===== src/rtl/risc_datapath.sv =====
// risc_datapath: IR, PC, accumulator and ALU for the 8-bit accumulator RISC.
// All state is updated on the rising clock edge and cleared by a synchronous,
// active-high reset. Control strobes arrive from control_unit; the opcode and
// zero flag are returned to it.
module risc_datapath #(
  parameter int OPCODE_WIDTH = 3,
  parameter int ADDR_WIDTH   = 5,
  parameter int DATA_WIDTH   = 8
) (
  input  logic                    clk,
  input  logic                    rst,
  input  logic                    sel,
  input  logic                    ld_ir,
  input  logic                    inc_pc,
  input  logic                    ld_pc,
  input  logic                    ld_ac,
  input  logic                    data_e,
  input  logic                    halt,
  input  logic [DATA_WIDTH-1:0]   mem_rdata,
  output logic [ADDR_WIDTH-1:0]   mem_addr,
  output logic [DATA_WIDTH-1:0]   mem_wdata,
  output logic                    mem_wdata_oe,
  output logic [OPCODE_WIDTH-1:0] opcode,
  output logic                    is_zero,
  output logic [ADDR_WIDTH-1:0]   pc,
  output logic [DATA_WIDTH-1:0]   ac
);

  typedef enum logic [OPCODE_WIDTH-1:0] {
    OP_HLT = 3'd0,
    OP_SKZ = 3'd1,
    OP_ADD = 3'd2,
    OP_AND = 3'd3,
    OP_XOR = 3'd4,
    OP_LDA = 3'd5,
    OP_STO = 3'd6,
    OP_JMP = 3'd7
  } opcode_t;

  logic [DATA_WIDTH-1:0] ir_q, ir_d;
  logic [ADDR_WIDTH-1:0] pc_q, pc_d;
  logic [DATA_WIDTH-1:0] ac_q, ac_d;
  logic [DATA_WIDTH-1:0] aluResult;
  logic [ADDR_WIDTH-1:0] irOperand;
  opcode_t               irOpcode;

  assign irOpcode  = opcode_t'(ir_q[DATA_WIDTH-1 -: OPCODE_WIDTH]);
  assign irOperand = ir_q[ADDR_WIDTH-1:0];

  // IR captures the memory word on ld_ir and holds otherwise.
  always_comb begin
    ir_d = ir_q;
    if (ld_ir) begin
      ir_d = mem_rdata;
    end
  end

  // PC priority: halt freezes it, then a jump load beats an increment.
  // The load uses the IR operand as it stands before any same-edge IR load.
  always_comb begin
    pc_d = pc_q;
    if (halt) begin
      pc_d = pc_q;
    end else if (ld_pc) begin
      pc_d = irOperand;
    end else if (inc_pc) begin
      pc_d = pc_q + ADDR_WIDTH'(1);
    end
  end

  // ALU works on the registered opcode, so a same-edge IR load does not
  // change the operation applied to the accumulator.
  always_comb begin
    aluResult = ac_q;
    case (irOpcode)
      OP_ADD:  aluResult = ac_q + mem_rdata;
      OP_AND:  aluResult = ac_q & mem_rdata;
      OP_XOR:  aluResult = ac_q ^ mem_rdata;
      OP_LDA:  aluResult = mem_rdata;
      default: aluResult = ac_q;
    endcase
  end

  // Accumulator takes the ALU result on ld_ac and holds otherwise.
  always_comb begin
    ac_d = ac_q;
    if (ld_ac) begin
      ac_d = aluResult;
    end
  end

  // State registers; reset overrides every load and increment.
  always_ff @(posedge clk) begin
    if (rst) begin
      ir_q <= '0;
      pc_q <= '0;
      ac_q <= '0;
    end else begin
      ir_q <= ir_d;
      pc_q <= pc_d;
      ac_q <= ac_d;
    end
  end

  assign mem_addr     = sel ? pc_q : irOperand;
  assign mem_wdata    = ac_q;
  assign mem_wdata_oe = data_e;
  assign opcode       = ir_q[DATA_WIDTH-1 -: OPCODE_WIDTH];
  assign is_zero      = (ac_q == '0);
  assign pc           = pc_q;
  assign ac           = ac_q;

endmodule

===== config.mk =====
export PLATFORM = sky130hd
export DESIGN_NAME = risc_datapath
export DESIGN_NICKNAME = d
export VERILOG_FILES = /design/src/rtl/risc_datapath.sv
export SDC_FILE = /design/constraint.sdc
export NUM_CORES = 1
export LEC_CHECK = 0
export BUFFER_PORTS_ARGS = -buffer_cell sky130_fd_sc_hd__buf_2
export CAP_MARGIN = 25
export CORE_MARGIN = 2
export CORE_UTILIZATION = 51
export CTS_CLUSTER_SIZE = 8
export DETAILED_ROUTE_END_ITERATION = 8
export GPL_TIMING_DRIVEN = 0
export HOLD_SLACK_MARGIN = 0.02
export PLACE_DENSITY = 0.79
export SLEW_MARGIN = 20
export SYNTH_ARGS = -nofsm -noshare
export SYNTH_HDL_FRONTEND = slang
export SYNTH_SLANG_ARGS = --single-unit

===== constraint.sdc =====
create_clock -name clk -period 2 [get_ports clk]
set_input_delay 0.1 -clock clk [delete_from_list [all_inputs] [get_ports clk]]
set_output_delay 0.1 -clock clk [all_outputs]
set_load 0.05 [all_outputs]

Word-level counts from Yosys, hierarchy flattened --
Cells that the tools add are included.
Word-level totals: register bits 21, input bits 17, output and inout port bits 31, logic and storage cells 21
Cells by class: $add $sub $neg 2, equality and inequality tests 4, multiplexer cells 4, bitwise gates (word level) 3, reduce and logical (&&, ||, !) cells 5
Operators with widths (number):
- 8-bit one-hot mux with 4 select lines | 1
- 5-bit two-way mux | 3
- 8-bit adder | 1
- 8-bit AND | 1
- 8-bit zero test | 1
- 8-bit XOR | 1
- 3-bit by 2-bit equality test with 1-bit output (second input constant) | 2
- 3-bit equality test (second input constant) | 2
- 5-bit by 1-bit adder with 5-bit output (second input constant) | 1
- 2-bit AND reduction | 2
- 4-bit nonzero test | 1
- 2-bit nonzero test | 1
- 1-bit inverter | 1

Logic depth before layout (Yosys ltp) --
word-level depth 3, depth in mapped cells 8

Worst setup path before layout --
OpenSTA, ideal clock, no wires.
kind register -> register, start point register ac_q[2], in the netlist ac[2], end point register ac_q[6], in the netlist ac[6], library setup time 0.079 ns, arrival 2.101 ns, data required time 1.921 ns, slack -0.180 ns, cell stages (with the launch flop) 7, buffers on the path 0, period minus slack after synthesis 2.180 ns, cells stage by stage dfxtp_1 > ha_1 > nor2b_1 > o21a_1 > o211a_1 > or4_1 > o211ai_1
On the way: longest elaborated chain between the ends 2
Ends and longest elaborated chain:
- from (decl) | line 42 | logic [DATA_WIDTH-1:0] ac_q, ac_d;
- from (signal assigned) | line 97 | ac_q <= '0;
- from (signal assigned) | line 101 | ac_q <= ac_d;
- 8-bit adder | line 76 | OP_ADD: aluResult = ac_q + mem_rdata;
- 8-bit one-hot mux with 4 select lines | line 75 | case (irOpcode)
Every way passes these cells. A chain may end at the register's enable or synchronous reset.

Worst setup path in the final report --
start point register ac_q[0], in the netlist ac[0], end point register ac_q[6], in the netlist ac[6]
Same word-level chain as after synthesis.

==> flow_summary.yaml <==
clocking:
  clk_pin_slew_worst_paths_ns: 0.12
  cts_hold_buffers: 0
  cts_buffer_depth: 2
  cts_tree: "yes"
  cts_made_buffers: 3
  clkLatencyLatePin_ns: 0.31
  root_buffer: "clkbuf_4"
  ctsHtreeMaxLevel: 1
  clock-sinks: 21
finish:
  final_util: 0.643
  area_growth_pct: 21.8
  design_area_um2: 1950
  final_nets: 272
  antenna_cells: 0
  layout-drive-gt1-share: 0.336
floorplan:
  coreArea_um2: 3030
  die_x_um: 60.0
  num_rows: 20
  chipHeight_um: 60.0
  boundaryPins: 48
  start_util: 0.528
  die_area_um2: 3600
timing:
  fin_tns_setup_ns: 0
  fmax_mhz: 529
  hold_viol_final: 0
  min_period_ns: 1.89
  setup_viol_count_final: 0
  clock_skew_ns: 0.00306
  fin_crit_sh: 0.946
  drv_slew: 0
  slew_headroom: 0.601
  tightest_slew_ns: 0.599
logic_synthesis:
  yosys_warnings: 0
  ys_top_cells_by_area: "dfxtp_1, mux2i_1, ha_1"
  syn_nets: 220
  async_flop_share: 0
  syn_inst: 193
  synth.yosys.seq_area_share: 0.263
  yosys.cell_types.count: 47
  synth_most_common_cell: "nor2_1"
  yosys.area.top_type: "dfxtp_1"
  yosysTopAreaCellShare: 0.263
  netlist_area_um2: 1600
  synth_commonest_cells: "nor2_1, dfxtp_1, a21oi_1, buf_4, mux2i_1"
  ys.flop_type: "dfxtp_1"
  synth_seq_cells: 21
  synth_edf_count: 0
  syn_area_per_cell_um2: 8.28
pwr:
  seq_power_share: 0.386
  p_leak_nw: 0.943
  p_int_mw: 0.718
  power_frac_comb: 0.444
  peakVddDrop_mv: 0.348
  design_power_total_mw: 1.27
  power_switching_mw: 0.547
  swShare: 0.433
  p_clk_frac: 0.169
  pwr_density_cell_nw_per_um2: 650
routing:
  wl_met2_um: 1810
  m1WireLength_um: 1970
  wl_per_cell_um: 14.4
  dr.pass1.iters: 4
  vias: 1654
  met3_length_um: 287
  first_iter_violations: 91
  topRoutingLayerUsed: "met4"
  via_per_inst: 5.74
  wl_um: 4140
  ant_nets: 0
  post-route-drc-count: 0
setup_path:
  endpoint_kind: "register"
  critPathRequiredTime_ns: 2.24
  cp-start-kind: "register"
  critical_path.max_stage_delay_ns: 0.42
  critPathKind: "reg -> reg"
  r2r-end: "ac[6]"
  crit_chain: "ha_4 > inv_2 > fa_2 > nor2b_2 > o21a_1 > o211a_1 > or4_4 > o211ai_1"
  crit_family: "compound AO/OA/AOI/OAI gates"
  cp_max_fo: 4
  worstReg2RegStart: "ac[0]"
  path_buf_inv: 1
  reg2regPathDepth: 8
  critPathArrivalTime_ns: 2.13
  r2r_setup_slack_ns: 0.11
  critPathSlowestCell: "or4_4"
global_routing:
  antenna_found_initial: 0
  grt_max_degree: 12
  first_global_vias: 1451
  grt_pass1_wl_um: 6770
  overflow: 0
  track_usage: 0.248
run:
  cap_violations: 0
min_path:
  min_to: "ir_q[7]"
  hold_start: "mem_rdata[7]"
  hold_depth: 3
  hp-class: "in -> reg"
placed_design:
  numPortBuffers: 45
  place_hpwl_um: 3110
  placed_area_um2: 1880
  gp_congestion: 0.953
run_status:
  outcome: "completed"
-- state kept, by name (all words and copies together), names as in the netlist --
register,count
pc,5
ir_q,8
ac,8
-- worst register-to-register path, stage by stage, from the launching register on --
cell and delay (ns):
dfxtp_4 0.38, ha_4 0.18, inv_2 0.06, fa_2 0.20
nor2b_2 0.05, o21a_1 0.19, o211a_1 0.26, or4_4 0.42
o211ai_1 0.09
-- routing by layer --
| metal | vias to the layer above | track usage |
|---|---|---|
| met1 | 765 | 0.344 |
| met5 | - | 0 |
| met4 | 0 | 0.0857 |
| li1 | 814 | - |
| met3 | 9 | 0.0519 |
| met2 | 66 | 0.380 |
-- final cells by class --
type | instances | area (um^2)
Tap cell | 44 | 55.1
Clock buffer | 4 | 26.3
Multi-Input combinational cell | 144 | 1040
Inverter | 8 | 30.0
Fill cell | 287 | 1080
Timing Repair Buffer | 47 | 240
Buffer | 20 | 131
Sequential cell | 21 | 425
-- cell usage in the layout, fill, tap and decap left out, drive strengths merged, types with 2 or more instances in the layout --
cell type,instances
a2111oi,2
a211oi,3
a21boi,2
a21o,4
a21oi,13
a221oi,4
a22o,2
a22oi,2
a311oi,2
a31oi,3
buf,63
clkbuf,8
dfxtp,21
ha,9
inv,8
mux2,5
mux2i,13
nand2,7
nand2b,2
nand3,3
nor2,24
nor2b,2
nor3,4
o21a,4
o21ai,15
o31ai,2
or4,3
-- power groups by stage --
stage / clock network, mW / logic [mW] / registers (mW)
3_5_place_dp: 0 / 0.547 / 0.499
4_1_cts: 0.221 / 0.549 / 0.489
2_1_floorplan: 0 / 0.364 / 0.557
6_report: 0.214 / 0.562 / 0.489
3_3_place_gp: 0 / 0.543 / 0.498
5_1_grt: 0.235 / 0.607 / 0.495
-- what timing repair did --
item / in CTS / in global routing
setup buffers: 0 / 2
resized for setup: 1 / 7
hold endpoints to repair: 0 / 0
pin swaps: 0 / 5
endpoints found under the setup margin: 1 / 2
-- metrics by stage --
step                      worst slack (ns)  hold WS, ns  std cells
after detailed placement           -0.0193        0.388        282
after global placement              0.0284        0.379        282
after CTS                           0.0123       0.0518        286
after floorplan                    0.00846        0.248        193
after global routing              -0.00197       0.0809        288
final                                0.109       0.0551        288
-- how the worst max path moves through the flow --
stage               startpoint  cells after the start     to  slack [ns]
detailed placement       ac[0]                      8  ac[6]       -0.02
global route             ac[0]                      8  ac[4]      -0.002
CTS                      ac[0]                      8  ac[6]        0.01
global placement         ac[0]                      8  ac[6]        0.03
finish                   ac[0]                      8  ac[6]        0.11
floorplan                ac[3]                      5  ac[6]       0.008
-- cells by family (layout without fill, tap and decap cells) --
logic type / count (synthesis) / after routing / synth area share
flops: 21 / 21 / 0.263
simple gates: 50 / 50 / 0.147
buf+inv: 28 / 79 / 0.101
mux: 18 / 18 / 0.117
compound gates: 66 / 66 / 0.289
fa+ha+maj: 10 / 10 / 0.0830
Power figures use the tool's default switching activity.
